### config.mk
export PLATFORM = sky130hd
export DESIGN_NAME = bin2bcd_scanner
export DESIGN_NICKNAME = d
export VERILOG_FILES = /design/src/rtl/bin2bcd_scanner.sv
export SDC_FILE = /design/constraint.sdc
export NUM_CORES = 1
export LEC_CHECK = 0
export CORE_UTILIZATION = 35
export DETAILED_ROUTE_END_ITERATION = 8
export GPL_ROUTABILITY_DRIVEN = 0
export MAX_ROUTING_LAYER = met4
export SETUP_SLACK_MARGIN = 0.5
export SYNTH_ARGS = -nofsm -noshare
export SYNTH_HDL_FRONTEND = slang
export SYNTH_SLANG_ARGS = --single-unit
### constraint.sdc
create_clock -name clk -period 3.8 [get_ports clk]
set_input_delay 0.76 -clock clk [delete_from_list [all_inputs] [get_ports clk]]
set_output_delay 0.76 -clock clk [all_outputs]
set_load 0.05 [all_outputs]
### src/rtl/bin2bcd_scanner.sv
// ============================================================================
// Module   : bin2bcd_scanner
// Iterative double-dabble binary-to-BCD converter feeding a multiplexed
// active-low digit scanner for LED_7seg. Define LEADING_ZERO_BLANK_EN to
// blank digit slots above the most significant nonzero digit.
// Revision : 1.0
// ============================================================================
`default_nettype none

module bin2bcd_scanner #(
  parameter int BIN_W       = 14,
  parameter int DIGITS      = 4,
  parameter int REFRESH_DIV = 100000
) (
  input  logic                  clk,
  input  logic                  reset,
  input  logic                  start,
  input  logic [BIN_W-1:0]      bin_in,
  output logic                  busy,
  output logic                  done,
  output logic                  overflow,
  output logic [4*DIGITS-1:0]   bcd_digits,
  output logic [3:0]            BCD,
  output logic [DIGITS-1:0]     digit_sel
);

  localparam int          SCR_W   = 4 * DIGITS;
  localparam int          BCNT_W  = $clog2(BIN_W + 1);
  localparam int          RCNT_W  = $clog2(REFRESH_DIV);
  localparam int          IDX_W   = (DIGITS > 1) ? $clog2(DIGITS) : 1;
  localparam logic [63:0] MAX_VAL = 64'(10 ** DIGITS) - 64'd1;

  typedef enum logic [1:0] {
    S_IDLE  = 2'd0,
    S_SHIFT = 2'd1,
    S_DONE  = 2'd2
  } state_t;

  state_t                state_q;
  logic [BIN_W-1:0]      bin_q;
  logic [SCR_W-1:0]      scr_q;
  logic [BCNT_W-1:0]     bcnt_q;
  logic                  ovf_next_q;
  logic                  busy_q;
  logic                  done_q;
  logic                  ovf_q;
  logic [SCR_W-1:0]      bcd_q;

  logic [SCR_W-1:0]       scr_adj;
  logic [SCR_W+BIN_W-1:0] cat_d;
  logic [SCR_W-1:0]       scr_d;
  logic [BIN_W-1:0]       bin_d;
  logic                   ovf_in;

  // Add-3 correction on every nibble that would exceed 9 after doubling.
  always_comb begin
    scr_adj = scr_q;
    for (int i = 0; i < DIGITS; i++) begin
      if (scr_q[4*i +: 4] >= 4'd5) begin
        scr_adj[4*i +: 4] = scr_q[4*i +: 4] + 4'd3;
      end
    end
  end

  assign cat_d  = {scr_adj, bin_q} << 1;
  assign scr_d  = cat_d[SCR_W+BIN_W-1:BIN_W];
  assign bin_d  = cat_d[BIN_W-1:0];
  assign ovf_in = (64'(bin_in) > MAX_VAL);

  always_ff @(posedge clk or posedge reset) begin
    if (reset) begin
      state_q    <= S_IDLE;
      bin_q      <= '0;
      scr_q      <= '0;
      bcnt_q     <= '0;
      ovf_next_q <= 1'b0;
      busy_q     <= 1'b0;
      done_q     <= 1'b0;
      ovf_q      <= 1'b0;
      bcd_q      <= '0;
    end else begin
      done_q <= 1'b0;
      case (state_q)
        S_IDLE: begin
          if (start) begin
            bin_q      <= bin_in;
            scr_q      <= '0;
            bcnt_q     <= BCNT_W'(BIN_W);
            ovf_next_q <= ovf_in;
            busy_q     <= 1'b1;
            state_q    <= S_SHIFT;
          end
        end
        S_SHIFT: begin
          scr_q  <= scr_d;
          bin_q  <= bin_d;
          bcnt_q <= bcnt_q - 1'b1;
          // busy drops with the last shift so it spans exactly BIN_W cycles.
          if (bcnt_q == BCNT_W'(1)) begin
            busy_q  <= 1'b0;
            state_q <= S_DONE;
          end
        end
        S_DONE: begin
          bcd_q   <= ovf_next_q ? {DIGITS{4'h9}} : scr_q;
          ovf_q   <= ovf_next_q;
          done_q  <= 1'b1;
          busy_q  <= 1'b0;
          state_q <= S_IDLE;
        end
        default: state_q <= S_IDLE;
      endcase
    end
  end

  logic [RCNT_W-1:0] rcnt_q;
  logic [IDX_W-1:0]  idx_q;
  logic [3:0]        bcd_out_q;
  logic [DIGITS-1:0] sel_q;

  logic              wrap;
  logic [IDX_W-1:0]  idx_d;
  logic              blank;
  logic [DIGITS-1:0] sel_d;
  logic [3:0]        bcd_out_d;

  assign wrap  = (rcnt_q == RCNT_W'(REFRESH_DIV - 1));
  assign idx_d = (idx_q == IDX_W'(DIGITS - 1)) ? '0 : idx_q + 1'b1;

`ifdef LEADING_ZERO_BLANK_EN
  logic [IDX_W-1:0] msd;

  always_comb begin
    msd = '0;
    for (int i = 0; i < DIGITS; i++) begin
      if (bcd_q[4*i +: 4] != 4'd0) begin
        msd = IDX_W'(i);
      end
    end
  end

  assign blank = (idx_d > msd);
`else
  assign blank = 1'b0;
`endif

  assign sel_d     = blank ? '1 : ~(DIGITS'(1) << idx_d);
  assign bcd_out_d = blank ? 4'd0 : bcd_q[{idx_d, 2'b00} +: 4];

  // Index, anode enable and digit value all move on the same edge.
  always_ff @(posedge clk or posedge reset) begin
    if (reset) begin
      rcnt_q    <= '0;
      idx_q     <= '0;
      bcd_out_q <= 4'd0;
      sel_q     <= ~DIGITS'(1);
    end else if (wrap) begin
      rcnt_q    <= '0;
      idx_q     <= idx_d;
      bcd_out_q <= bcd_out_d;
      sel_q     <= sel_d;
    end else begin
      rcnt_q <= rcnt_q + 1'b1;
    end
  end

  assign busy       = busy_q;
  assign done       = done_q;
  assign overflow   = ovf_q;
  assign bcd_digits = bcd_q;
  assign BCD        = bcd_out_q;
  assign digit_sel  = sel_q;

endmodule

`default_nettype wire

Word-level counts from Yosys, hierarchy flattened

Cells that the tools add are included.

Flip-flop bits (word level): 83
Bits in latches: 0
RAM bits: 0
ROM bits: 0
Bits of input ports: 17
Output and inout port bits: 27
Memories kept: 0

Add/subtract/negate cells: 7
Multipliers: 0
Divide/modulo/power cells: 0
$lt $le $gt $ge: 5
Equality and inequality tests: 7
Shifts and indexed selects: 2
Muxes and demuxes: 20
Bitwise logic cells: 1
Reductions and logical operators: 7

Operators with widths:

| operator                                                          | number |
|---|---|
| 2-to-1 mux 16 bit                                                 | 2 |
| one-hot mux 16 bit (2 select lines)                               | 1 |
| one-hot mux 14 bit (2 select lines)                               | 1 |
| adder 17 x 1 -> 17 bit, second input constant                     | 1 |
| equality test 17 bit, second input constant                       | 1 |
| 2-to-1 mux 17 bit                                                 | 1 |
| greater-or-equal comparator 4 x 3 -> 1 bit, second input constant | 4 |
| 2-to-1 mux 4 bit                                                  | 4 |
| indexed part select 16 x 5 -> 4 bit                               | 1 |
| greater-than comparator 14 bit, second input constant             | 1 |
| 2-to-1 mux 14 bit                                                 | 1 |
| adder 4 x 2 -> 4 bit, second input constant                       | 3 |
| one-hot mux 4 bit (2 select lines)                                | 1 |
| 2-to-1 mux 2 bit                                                  | 3 |
| AND reduction 2 bit                                               | 3 |
| equality test 2 bit, second input constant                        | 2 |
| equality test 4 x 1 -> 1 bit, second input constant               | 1 |
| inequality test 2 bit, second input constant                      | 2 |
| NOT 4 bit                                                         | 1 |
| one-hot mux 2 bit (2 select lines)                                | 1 |
| left shift 1 x 2 -> 4 bit, first input constant                   | 1 |
| subtractor 4 x 1 -> 4 bit, second input constant                  | 1 |
| adder 3 x 2 -> 3 bit, second input constant                       | 1 |
| 2-to-1 mux 1 bit                                                  | 3 |
| other kinds (8)                                                   | 8 |

Longest topological paths before layout

Gate-level depths: netlist of run 1.

Depth in word-level cells: 4
Mapped depth: 7
Depth with buffers taken out: 6

Worst setup path after synthesis of run 1

OpenSTA, ideal clock, no wires.

Path kind: register -> register
Start: register idx_q[0]
End: register bcd_out_q[0], in the netlist BCD[0]
Library setup time: 0.125 ns
Arrival time: 1.758 ns
Slack: 1.917 ns
Cell stages (with the launch flop): 5
Path buffers: 0
Clock period less this slack: 1.883 ns
Cell sequence: dfrtp_1 > ha_1 > nor2_1 > mux4_2 > mux2_2

Word-level cells in the longest chain between the ends: 3
Elaborated cells between the ends (all ways): 4
Classes of those cells: add/sub (1); eq/ne (1); shift (1); mux (1)

RTL lines:

| what                                                               | line | RTL |
|---|---|---|
| start, declared                                                    | 117  | `logic [IDX_W-1:0] idx_q;` |
| start signal, assigned                                             | 159  | `idx_q <= idx_d;` |
| adder 2 x 1 -> 2 bit / equality test 2 bit (equally long branches) | 128  | `assign idx_d = (idx_q == IDX_W'(DIGITS - 1)) ? '0 : idx_q + 1'b1;` |
| 2-to-1 mux 2 bit *                                                 | 128  |  |
| indexed part select 16 x 5 -> 4 bit *                              | 148  | `assign bcd_out_d = blank ? 4'd0 : bcd_q[{idx_d, 2'b00} +: 4];` |
| end signal, assigned                                               | 160  | `bcd_out_q <= bcd_out_d;` |
| end, declared                                                      | 118  | `logic [3:0] bcd_out_q;` |

Every way passes the cells marked *; elsewhere a longest branch is shown, timed or not.
A chain may end at the register's enable or synchronous reset.

Final worst setup path of run 1

Start: register state_q[1]
End: register bin_q[5]

Word-level cells in the longest chain between the ends: 3
Elaborated cells between the ends (all ways): 6
Classes of those cells: eq/ne (2); mux (1); reduce/logical (3)

RTL lines:

| what                                                                                | line | RTL |
|---|---|---|
| start, declared                                                                     | 39   | `state_t state_q;` |
| start signal, assigned                                                              | 72   | `state_q <= S_IDLE;` |
| start signal, assigned                                                              | 91   | `state_q <= S_SHIFT;` |
| start signal, assigned                                                              | 101  | `state_q <= S_DONE;` |
| equality test 2 x 1 -> 1 bit / logical NOT 2 bit (equally long branches)            | 83   | `case (state_q)` |
| nonzero test 2 bit (no source line) / inequality test 2 bit (equally long branches) | -    |  |
| AND reduction 2 bit (no source line)                                                | -    |  |
| end signal, assigned                                                                | 86   | `bin_q <= bin_in;` |
| end signal, assigned                                                                | 96   | `bin_q <= bin_d;` |
| end, declared                                                                       | 40   | `logic [BIN_W-1:0] bin_q;` |

Several ways; a longest one is shown, not always the timed one.

==> reports/summary.json, run 1 <==
{
  "status": {
    "status": "complete, no violations"
  },
  "synth": {
    "syn-num-nets": 415,
    "synth_compound_area_frac": 0.111,
    "synth-adder-area-share": 0.0651,
    "synth.mux.area_fraction": 0.0967,
    "synth-main-ff-cell": "sky130_fd_sc_hd__dfrtp_1",
    "synth_edf_count": 0,
    "syn_area_um2": 4040,
    "ys_types": 38,
    "synth-simple-area-share": 0.125,
    "synth.ff_latch_count": 83,
    "ys_seq_area_frac": 0.515,
    "synth_top_family_by_area": "simple AND/OR/NAND/NOR gates",
    "synth-warning-count": 0,
    "count_of_mapped_cells_out_of_synthesis": 377,
    "synthXorXnorAreaFrac": 0.0455,
    "syn_area_per_cell_um2": 10.7,
    "synth_async_sr_flop_share": 1.00
  },
  "global_route": {
    "grt_pass1_wl_mm": 13.4,
    "number_of_antenna_violations_at_the_first_check_in_global_routing": 0,
    "grt_remaining_overflow": 0,
    "first_global_vias": 2850,
    "globalRouteTotalUtil": 0.151,
    "grt_start_max_net_pins": 49
  },
  "worst_setup_path": {
    "rr_worst_depth": 4,
    "r2r_slack_ns": 1.31,
    "timing.critical_path.arrival_ns": 2.66,
    "required_ns": 3.96,
    "crit_path_start_kind": "flip-flop",
    "critical_path.max_fanout": 33,
    "endpoint_kind": "flip-flop",
    "crit-reg2reg-launch": "state_q[1]",
    "crit-reg2reg-capture": "bin_q[5]",
    "type_of_the_setup_path_with_the_least_slack": "flip-flop to flip-flop"
  },
  "sta": {
    "max_slew.worst_pin.slew_ns": 1.15,
    "report.final.setup_viol": 0,
    "max-slew-margin-rel": 0.234,
    "post-route-period-util": 0.657,
    "finalClockSkew_ns": 0.00479,
    "unrepaired_setup_endpoints_after_global_routing": "no",
    "worst_hold_slack_ns": 0.466,
    "post-route-worst-setup-slack_ns": 1.31,
    "fmaxAchievable_ghz": 0.401,
    "final.min_clock_period_ns": 2.49,
    "count_of_pins_over_their_slew_limit": 0,
    "totalNegativeSetupSlack_ns": 0,
    "hold_viol": 0
  },
  "clock_tree": {
    "worst_skew_pair_later_pin_latency_ns": 0.34,
    "numCtsBuffers": 9,
    "cts_tree": "built",
    "tritoncts_num_sinks": 83,
    "clk_pin_slew_worst_paths_ns": 0.06,
    "cts_repair_resized_insts": 0,
    "cts_max_path_buffers": 2,
    "cts_root_buffer": "sky130_fd_sc_hd__clkbuf_16",
    "htree_levels": 3,
    "ctsHoldBuffers": 0,
    "postCtsSetupBuffers": 0
  },
  "power_and_ir_drop": {
    "peak_supply_drop_uv": 334,
    "total_power_mw": 3.01,
    "power.density_cell_area_nw_per_um2": 617,
    "cellLeakagePower_nw": 2.12
  },
  "drt": {
    "dr_total_vias": 2864,
    "route.antenna.remaining_nets": 0,
    "routed_via_density": 5.09,
    "dr.pass1.iters": 4,
    "met2_wl_mm": 3.76,
    "routedWlPerCell_um": 13.9,
    "dr_wl_met3_um": 289,
    "drtIter0Drc": 144,
    "routed_wl_mm": 7.84,
    "top_layer_used": "met4",
    "post-route-drc-count": 0,
    "met1_length_mm": 3.67
  },
  "min_path": {
    "worstHoldPathCells": 2,
    "timing.hold.worst_endpoint": "digit_sel[2]",
    "hold_path.class": "flip-flop to flip-flop",
    "hold_path.startpoint": "digit_sel[2]"
  },
  "layout": {
    "mostFrequentLayoutCell": "sky130_fd_sc_hd__dfrtp_1",
    "final_cell_count_no_fill": 563,
    "drive_gt1_frac": 0.0851,
    "diodes": 0,
    "final_net_count": 456,
    "most-common-layout-cells": "sky130_fd_sc_hd__dfrtp_1 (80), sky130_fd_sc_hd__clkdlybuf4s50_1 (43), sky130_fd_sc_hd__nand2_1 (32)",
    "area_delta_synth_final_pct": 20.9
  },
  "floorplan": {
    "pin_count": 44,
    "placementRows": 38,
    "die-height_um": 109,
    "floorplan.initialDensity": 0.366,
    "die_w_um": 109,
    "die_area_um2": 12000,
    "core-area_um2": 11000
  },
  "job": {
    "max-cap-violations": 0
  },
  "place": {
    "numPlacedInstances": 547,
    "hpwl_mm": 5.42,
    "pre_cts_slack_ns": 1.22,
    "port-buffer-count": 43
  }
}
==> power breakdown <==
| part | switching (mW) | total (mW) | internal [mW] |
|---|---|---|---|
| Clock | 0.343 | 0.802 | 0.459 |
| Sequential | 0.166 | 1.23 | 1.07 |
| Combinational | 0.591 | 0.979 | 0.388 |
| Total | 1.10 | 3.01 | 1.91 |
==> critical path: stages (launching register included) <==
cell                      delay (ns)
sky130_fd_sc_hd__dfrtp_1        0.39
sky130_fd_sc_hd__inv_1          0.10
sky130_fd_sc_hd__ha_1           0.53
sky130_fd_sc_hd__o21ai_2        1.04
sky130_fd_sc_hd__o21ai_0        0.24
==> state kept, by name, summed over array words and instances, names as in the netlist, 2 cells and up <==
register    count
state_q         2
bcd_digits     16
idx_q           2
BCD             4
bcnt_q          4
bin_q          14
scr_q          16
rcnt_q         17
digit_sel       4
==> cell type report <==
cell class                      count  area (um^2)
Clock buffer                       12          246
Clock inverter                      4         26.3
Fill cell                        1050         6150
Inverter                           28          106
Multi-Input combinational cell    251         1790
Sequential cell                    83         2080
Tap cell                          140          175
Timing Repair Buffer               45          458
==> cell usage after synthesis, types with 8 or more instances <==
master,instances,share of area
sky130_fd_sc_hd__mux2i_1,21,0.052
sky130_fd_sc_hd__xnor2_1,14,0.030
sky130_fd_sc_hd__nand3_1,10,0.012
sky130_fd_sc_hd__nor2_1,30,0.028
sky130_fd_sc_hd__o22ai_1,13,0.020
sky130_fd_sc_hd__dfrtp_1,80,0.50
sky130_fd_sc_hd__nand2_1,32,0.030
sky130_fd_sc_hd__ha_1,21,0.065
sky130_fd_sc_hd__mux2_2,8,0.022
sky130_fd_sc_hd__a21oi_1,15,0.019
sky130_fd_sc_hd__clkbuf_1,13,0.012
sky130_fd_sc_hd__o21ai_0,25,0.031
sky130_fd_sc_hd__inv_1,28,0.026
==> layer usage <==
metal | GRT usage | vias to the layer above
met5 | - | -
met4 | 0.0543 | 0
met3 | 0.0373 | 10
met2 | 0.245 | 57
met1 | 0.181 | 1395
li1 | - | 1402
==> worst max path at each step <==
stage / startpoint / cells past startpoint / end / slack [ns]
finish: state_q[1] / 4 / bin_q[5] / 1.31
global route: state_q[1] / 4 / bin_q[9] / 1.03
CTS: state_q[1] / 4 / bin_q[5] / 1.20
detailed placement: state_q[1] / 4 / bin_q[4] / 1.22
global placement: state_q[1] / 5 / scr_q[11] / 1.40
floorplan: reset / 1 / BCD[0] / 0.91
==> per-stage QoR <==
stage,cell area (um^2),util
3_3_place_gp,4610,0.418
6_report,4880,0.443
3_5_place_dp,4610,0.418
2_1_floorplan,4040,-
5_1_grt,4880,0.443
4_1_cts,4880,0.443
==> logic make-up (layout without fill, tap and decap cells) <==
kind of cell	after synthesis	after routing
AO/OA/AOI/OAI	73	73
buffers and inverters	43	89
AND/OR/NAND/NOR	103	103
XOR/XNOR	21	21
adder cells (fa/ha/maj)	21	21
multiplexers	33	33
flip-flops	83	83
(Power assumes the default switching activity.)
==> run 2: changes to the inputs <==
clock period = 2.4 ns   (was 3.8 ns; I/O delays follow)
==> run 2 against run 1 <==
Net effect: total power up 57%; sequential cell count stayed put; utilization increased by 0.68 points; critical endpoint is now BCD[0]; routed wire length up 6.9%; fmax increased by 36%; via count rose by 1.4%; clock skew is 0.0028 ns higher; clock power is 55% higher; worst hold slack improved by 0.0018 ns.
==> reports/summary.json, run 2 (synthesis gave the netlist of run 1 again) <==
{
  "status": {
    "status": "complete, no violations"
  },
  "floorplan": {
    "core-area": {"value": 11000, "unit": "um^2", "change": "unchanged"},
    "die_area": {"value": 12000, "unit": "um^2", "change": "unchanged"},
    "die-height": {"value": 109, "unit": "um", "change": "unchanged"},
    "floorplan.initialDensity": {"value": 0.366, "change": "unchanged"},
    "die_w": {"value": 109, "unit": "um", "change": "unchanged"},
    "pin_count": {"value": 44, "change": "unchanged"},
    "placementRows": {"value": 38, "change": "unchanged"}
  },
  "global_route": {
    "number_of_antenna_violations_at_the_first_check_in_global_routing": {"value": 0, "change": "unchanged"},
    "globalRouteTotalUtil": {"value": 0.161, "change": "+0.0106"},
    "first_global_vias": {"value": 2875, "change": "+0.88%"},
    "grt_pass1_wl": {"value": 14.3, "unit": "mm", "change": "+6.8%"},
    "grt_start_max_net_pins": {"value": 34, "change": "-31%"},
    "grt_remaining_overflow": {"value": 0, "change": "unchanged"}
  },
  "clock_tree": {
    "cts_root_buffer": "sky130_fd_sc_hd__clkbuf_16",
    "cts_max_path_buffers": {"value": 2, "change": "unchanged"},
    "numCtsBuffers": {"value": 9, "change": "unchanged"},
    "cts_tree": "built",
    "htree_levels": {"value": 3, "change": "unchanged"},
    "clk_pin_slew_worst_paths": {"value": 0.06, "unit": "ns", "change": "about the same"},
    "tritoncts_num_sinks": {"value": 83, "change": "unchanged"},
    "ctsHoldBuffers": {"value": 0, "change": "unchanged"},
    "worst_skew_pair_later_pin_latency": {"value": 0.34, "unit": "ns", "change": "about the same"}
  },
  "worst_setup_path": {
    "critical_path.max_fanout": {"value": 12, "change": "-64%"},
    "rr_worst_depth": {"value": 4, "change": "unchanged"},
    "crit_path_start_kind": "flip-flop",
    "crit-reg2reg-capture": "BCD[0]",
    "required": {"value": 2.62, "unit": "ns", "change": "-1.34 ns"},
    "crit-reg2reg-launch": "rcnt_q[12]",
    "timing.critical_path.arrival": {"value": 2.06, "unit": "ns", "change": "-0.60 ns"},
    "r2r_slack": {"value": 0.56, "unit": "ns", "change": "-0.75 ns"},
    "type_of_the_setup_path_with_the_least_slack": "flip-flop to flip-flop",
    "endpoint_kind": "flip-flop"
  },
  "sta": {
    "max_slew.worst_pin.slew": {"value": 0.727, "unit": "ns", "change": "-0.422 ns"},
    "totalNegativeSetupSlack": {"value": 0, "unit": "ns", "change": "unchanged"},
    "fmaxAchievable": {"value": 0.543, "unit": "GHz", "change": "+36%"},
    "unrepaired_setup_endpoints_after_global_routing": "yes",
    "max-slew-margin-rel": {"value": 0.513, "change": "+0.280"},
    "hold_viol": {"value": 0, "change": "unchanged"},
    "count_of_pins_over_their_slew_limit": {"value": 0, "change": "unchanged"},
    "report.final.setup_viol": {"value": 0, "change": "unchanged"},
    "post-route-period-util": {"value": 0.767, "change": "+0.110"},
    "finalClockSkew": {"value": 0.00755, "unit": "ns", "change": "+0.00276 ns"},
    "final.min_clock_period": {"value": 1.84, "unit": "ns", "change": "-0.655 ns"}
  },
  "drt": {
    "post-route-drc-count": {"value": 0, "change": "unchanged"},
    "route.antenna.remaining_nets": {"value": 0, "change": "unchanged"},
    "routedWlPerCell": {"value": 14.6, "unit": "um", "change": "+5.0%"},
    "dr.pass1.iters": {"value": 4, "change": "unchanged"},
    "dr_total_vias": {"value": 2905, "change": "+1.4%"},
    "routed_wl": {"value": 8.38, "unit": "mm", "change": "+6.9%"},
    "drtIter0Drc": {"value": 149, "change": "+3.5%"},
    "routed_via_density": {"value": 5.07, "change": "-0.34%"}
  },
  "power_and_ir_drop": {
    "intPower": {"value": 2.97, "unit": "mW", "change": "+56%"},
    "peak_supply_drop": {"value": 434, "unit": "uV", "change": "+30%"},
    "power.density_cell_area": {"value": 954, "unit": "nW/um^2", "change": "+55%"},
    "cellLeakagePower": {"value": 2.28, "unit": "nW", "change": "+7.5%"},
    "total_switching_power": {"value": 1.76, "unit": "mW", "change": "+60%"},
    "switch_share": {"value": 0.372, "change": "+0.00637"},
    "power_frac_seq": {"value": 0.413, "change": "+0.004"},
    "clock_power_share": {"value": 0.262, "change": "-0.004"},
    "share_comb_of_total_power": {"value": 0.325, "change": "about the same"}
  },
  "layout": {
    "most-common-layout-cells": "sky130_fd_sc_hd__dfrtp_1 (79), sky130_fd_sc_hd__nand2_1 (31), sky130_fd_sc_hd__nor2_1 (30)",
    "drive_gt1_frac": {"value": 0.120, "change": "+0.0350"},
    "fillers": {"value": 1065, "change": "+1.4%"},
    "final_net_count": {"value": 466, "change": "+2.2%"},
    "post-route-util": {"value": 0.450, "change": "+0.00681"},
    "final_area": {"value": 4960, "unit": "um^2", "change": "+1.5%"},
    "diodes": {"value": 0, "change": "unchanged"},
    "largest_register_ffs": {"value": 17, "change": "unchanged"},
    "mostFrequentLayoutCell": "sky130_fd_sc_hd__dfrtp_1",
    "area_delta_synth_final_pct": 22.8,
    "max_flop_register": "rcnt_q"
  },
  "min_path": {
    "worstHoldPathCells": {"value": 2, "change": "unchanged"},
    "hold_path.class": "flip-flop to flip-flop",
    "timing.hold.worst_endpoint": "digit_sel[2]",
    "hold_path.startpoint": "digit_sel[2]"
  },
  "job": {
    "max-cap-violations": {"value": 0, "change": "unchanged"}
  },
  "place": {
    "port-buffer-count": {"value": 43, "change": "unchanged"},
    "placed_cell_area": {"value": 4690, "unit": "um^2", "change": "+1.6%"},
    "hpwl": {"value": 6.03, "unit": "mm", "change": "+11%"}
  }
}
-- run 2: power by group through the flow --
stage / Clock, mW / Sequential, mW / Combinational (mW)
floorplan: 0 / 2.08 / 1.01
detailed placement: 0 / 1.99 / 1.57
global route: 1.34 / 2.00 / 1.74
CTS: 1.27 / 1.96 / 1.55
finish: 1.24 / 1.96 / 1.54
global placement: 0 / 1.98 / 1.54
-- run 2: critical path, cell delays in order, from the launching register on --
cell                      delay (ns)
sky130_fd_sc_hd__dfrtp_2        0.44
sky130_fd_sc_hd__or4_4          0.53
sky130_fd_sc_hd__nor3_4         0.22
sky130_fd_sc_hd__buf_6          0.19
sky130_fd_sc_hd__mux2_2         0.34
-- run 2: timing repair --
| item | CTS | global route |
|---|---|---|
| cloned | 0 | 0 |
| setup buffers | 0 | 2 |
| endpoints found under the setup margin | 51 | 25 |
| resized for setup | 30 | 10 |
| pin swaps | 0 | 1 |
-- run 2: worst max-delay path by stage --
stage                     from         to  slack, ns
finish              rcnt_q[12]     BCD[0]       0.56
global route        state_q[0]  bin_q[10]       0.48
CTS                  rcnt_q[0]   idx_q[1]       0.52
detailed placement  state_q[1]   bin_q[6]       0.29
global placement         start   scr_q[7]       0.36
floorplan             idx_q[0]     BCD[0]       0.52
-- run 2: area by class of cell --
class,instances,area [um^2],area share
well taps,140,175,0.0353
flip-flops and latches,83,2080,0.420
multi-input cells,251,1810,0.365
clock inverters,5,31.3,0.00631
clock buffers,11,233,0.0469
inverters,28,109,0.0219
repair buffers,55,519,0.105
-- run 2: metrics by stage --
| stage | hold WS (ns) | setup slack [ns] | power [mW] | std cells |
|---|---|---|---|---|
| floorplan | 0.450 | 0.517 | 3.09 | 377 |
| global placement | 0.452 | 0.356 | 3.51 | 555 |
| detailed placement | 0.457 | 0.288 | 3.56 | 555 |
| CTS | 0.468 | 0.521 | 4.79 | 571 |
| global route | 0.490 | 0.483 | 5.08 | 573 |
| finish | 0.468 | 0.560 | 4.73 | 573 |
-- run 2: metal layers --
metal / share of wire / track usage
met1: 0.48 / 0.213
met2: 0.46 / 0.243
met3: 0.032 / 0.0302
met4: 0.025 / 0.0657
met5: 0 / -
==> run 3: changes to the inputs <==
clock period = 1.7 ns   (was 2.4 ns; I/O delays follow)
==> run 3 against run 2 <==
Net effect: critical endpoint is now idx_q[1]; largest cell class is now multi-input combinational cells; register-to-register slack worse by 0.55 ns; non-clock buffer count up 94; worst hold slack worse by 0.17 ns.
==> reports/summary.json, run 3 (synthesis gave the netlist of run 1 again) <==
{
  "global_route": {
    "globalRouteTotalUtil": {"value": 0.203, "change": "+0.0420"},
    "grt_remaining_overflow": {"value": 0, "change": "unchanged"},
    "grt_start_max_net_pins": {"value": 41, "change": "+21%"},
    "grt_pass1_wl": {"value": 17.9, "unit": "mm", "change": "+25%"},
    "first_global_vias": {"value": 3612, "change": "+26%"},
    "number_of_antenna_violations_at_the_first_check_in_global_routing": {"value": 0, "change": "unchanged"}
  },
  "clock_tree": {
    "numCtsBuffers": {"value": 9, "change": "unchanged"},
    "cts_tree": "built",
    "cts_max_path_buffers": {"value": 2, "change": "unchanged"},
    "worst_skew_pair_later_pin_latency": {"value": 0.34, "unit": "ns", "change": "about the same"},
    "cts_root_buffer": "sky130_fd_sc_hd__clkbuf_16",
    "htree_levels": {"value": 3, "change": "unchanged"},
    "tritoncts_num_sinks": {"value": 83, "change": "unchanged"},
    "clk_pin_slew_worst_paths": {"value": 0.07, "unit": "ns", "change": "about the same"}
  },
  "worst_setup_path": {
    "number_of_gates_on_the_worst_path_with_buffers_counted": {"value": 4, "change": "unchanged"},
    "critPathTopFamily": "simple AND/OR/NAND/NOR gates",
    "crit_path_start_kind": "flip-flop",
    "rr_worst_depth": {"value": 4, "change": "unchanged"},
    "required": {"value": 1.93, "unit": "ns", "change": "-0.69 ns"},
    "cpPeakStageDelay": {"value": 0.55, "unit": "ns", "change": "+0.02 ns"},
    "timing.critical_path.arrival": {"value": 1.92, "unit": "ns", "change": "-0.14 ns"},
    "r2r_slack": {"value": 0.01, "unit": "ns", "change": "-0.55 ns"},
    "critPathSlowestCell": "sky130_fd_sc_hd__or4_4",
    "type_of_the_setup_path_with_the_least_slack": "flip-flop to flip-flop",
    "crit_path_cell_trace": "or4_4 > nor3_4 > buf_12 > mux2_2",
    "timing.critical_path.buf_inv": {"value": 1, "change": "unchanged"},
    "endpoint_kind": "flip-flop",
    "critical_path.max_fanout": {"value": 9, "change": "-3"}
  },
  "floorplan": {
    "placementRows": {"value": 38, "change": "unchanged"},
    "die_w": {"value": 109, "unit": "um", "change": "unchanged"},
    "die-height": {"value": 109, "unit": "um", "change": "unchanged"},
    "pin_count": {"value": 44, "change": "unchanged"},
    "core-area": {"value": 11000, "unit": "um^2", "change": "unchanged"},
    "floorplan.initialDensity": {"value": 0.366, "change": "unchanged"},
    "die_area": {"value": 12000, "unit": "um^2", "change": "unchanged"}
  },
  "layout": {
    "final_area": {"value": 6880, "unit": "um^2", "change": "+39%"},
    "diodes": {"value": 0, "change": "unchanged"},
    "area_delta_synth_final_pct": 70.4,
    "final_net_count": {"value": 567, "change": "+22%"},
    "drive_gt1_frac": {"value": 0.530, "change": "+0.410"},
    "max_flop_register": "rcnt_q",
    "sequential_cell_area": {"value": 2090, "unit": "um^2", "change": "+0.18%"},
    "multiInputGateArea": {"value": 2540, "unit": "um^2", "change": "+40%"},
    "largest_register_ffs": {"value": 17, "change": "unchanged"},
    "mostFrequentLayoutCell": "sky130_fd_sc_hd__dfrtp_1",
    "most-common-layout-cells": "sky130_fd_sc_hd__dfrtp_1 (76), sky130_fd_sc_hd__buf_4 (58), sky130_fd_sc_hd__buf_6 (51)",
    "fillers": {"value": 821, "change": "-23%"}
  },
  "drt": {
    "routed_via_density": {"value": 5.20, "change": "+2.6%"},
    "route.antenna.remaining_nets": {"value": 0, "change": "unchanged"},
    "drtIter0Drc": {"value": 84, "change": "-44%"},
    "dr_total_vias": {"value": 3506, "change": "+21%"},
    "routed_wl": {"value": 11.4, "unit": "mm", "change": "+37%"},
    "routedWlPerCell": {"value": 17.0, "unit": "um", "change": "+16%"},
    "post-route-drc-count": {"value": 0, "change": "unchanged"},
    "dr.pass1.iters": {"value": 4, "change": "unchanged"}
  },
  "sta": {
    "unrepaired_setup_endpoints_after_global_routing": "yes",
    "max_slew.worst_pin.slew": {"value": 0.759, "unit": "ns", "change": "+0.0322 ns"},
    "report.final.setup_viol": {"value": 0, "change": "unchanged"},
    "final.min_clock_period": {"value": 1.69, "unit": "ns", "change": "-0.151 ns"},
    "finalClockSkew": {"value": 0.0113, "unit": "ns", "change": "+0.00376 ns"},
    "worst_hold_slack": {"value": 0.294, "unit": "ns", "change": "-0.174 ns"},
    "max-slew-margin-rel": {"value": 0.494, "change": "-0.0197"},
    "fmaxAchievable": {"value": 0.592, "unit": "GHz", "change": "+9.0%"},
    "post-route-period-util": {"value": 0.994, "change": "+0.227"},
    "hold_viol": {"value": 0, "change": "unchanged"},
    "count_of_pins_over_their_slew_limit": {"value": 0, "change": "unchanged"}
  },
  "power_and_ir_drop": {
    "peak_supply_drop": {"value": 849, "unit": "uV", "change": "+96%"},
    "power.density_cell_area": {"value": 1470, "unit": "nW/um^2", "change": "+54%"},
    "cellLeakagePower": {"value": 3.15, "unit": "nW", "change": "+38%"}
  },
  "status": {
    "status": "complete, no violations"
  },
  "place": {
    "placed_cell_area": {"value": 4990, "unit": "um^2", "change": "+6.4%"},
    "port-buffer-count": {"value": 43, "change": "unchanged"},
    "hpwl": {"value": 6.22, "unit": "mm", "change": "+3.1%"}
  },
  "job": {
    "max-cap-violations": {"value": 0, "change": "unchanged"}
  },
  "min_path": {
    "hold_path.class": "primary input to async pin"
  }
}
-- run 3: cell count changes in the layout (fill, tap and decap cells not counted), sizes merged --
| cell | before | now |
|---|---|---|
| buf | 12 | 133 |
| dlygate4sd2 | 24 | 4 |
| clkdlybuf4s50 | 16 | 12 |
| o21ai | 26 | 30 |
| clkdlybuf4s15 | 3 | 0 |
| clkinv | 4 | 1 |
| inv | 27 | 30 |
| bufinv | 0 | 2 |
| clkbuf | 11 | 9 |
| and2 | 1 | 2 |
| nand2 | 32 | 33 |
| nand2b | 5 | 6 |
-- run 3: power breakdown --
| group | total (mW) | leakage [nW] | switching [mW] | internal [mW] |
|---|---|---|---|---|
| Clock | 2.16 | 0.157 | 0.859 | 1.30 |
| Combinational | 5.05 | 1.91 | 2.43 | 2.62 |
| Sequential | 2.88 | 1.08 | 0.495 | 2.38 |
| Total | 10.1 | 3.15 | 3.79 | 6.31 |
-- run 3: path summary, 6_finish.rpt --
path	endpoint	startpoint
hold reg to reg	digit_sel[1]	digit_sel[1]
min in group clk	bin_q[5]	bin_in[5]
hold / removal	busy	reset
max in group asynchronous	digit_sel[2]	reset
setup / recovery	idx_q[1]	rcnt_q[11]
setup reg to reg	idx_q[1]	rcnt_q[11]
-- run 3: area by class of cell --
class / count / share of cell area
Multi-Input combinational cell: 258 / 0.370
Sequential cell: 83 / 0.303
Timing Repair Buffer: 149 / 0.238
Clock buffer: 9 / 0.0327
Tap cell: 140 / 0.0255
Inverter: 28 / 0.0165
Clock inverter: 7 / 0.0144
-- run 3: worst reg2reg max path, delay by kind of cell (launching register included) --
kind                   cells  cell delay (ns)
flip-flops                 1             0.38
AND/OR/NAND/NOR            2             0.71
multiplexers               1             0.34
buffers and inverters      1             0.16
-- run 3: layer usage --
layer / up-vias / part of all wire / GRT usage
li1: 1647 / - / -
met1: 1758 / 0.41 / 0.223
met2: 74 / 0.53 / 0.355
met3: 27 / 0.032 / 0.0403
met4: 0 / 0.030 / 0.0914
met5: - / 0 / -
-- run 3: through the flow --
step | power [mW] | setup WS [ns] | util | instances | setup TNS, ns
floorplan | 4.92 | -0.114 | - | 377 | -0.739
global placement | 5.29 | 0.00314 | 0.452 | 576 | 0
detailed placement | 5.38 | -0.0332 | 0.452 | 576 | -0.185
CTS | 9.33 | -0.0141 | 0.583 | 654 | -0.0325
global route | 10.6 | -0.0655 | 0.624 | 674 | -0.498
finish | 10.1 | 0.0110 | 0.624 | 674 | 0
-- run 3: what timing repair did --
item | CTS | global route
endpoints found under the setup margin | 106 | 108
buffers inserted | 51 | 20
cloned | 11 | 0
pin swaps | 54 | 31
resized for setup | 147 | 62
hold buffers | 0 | 0
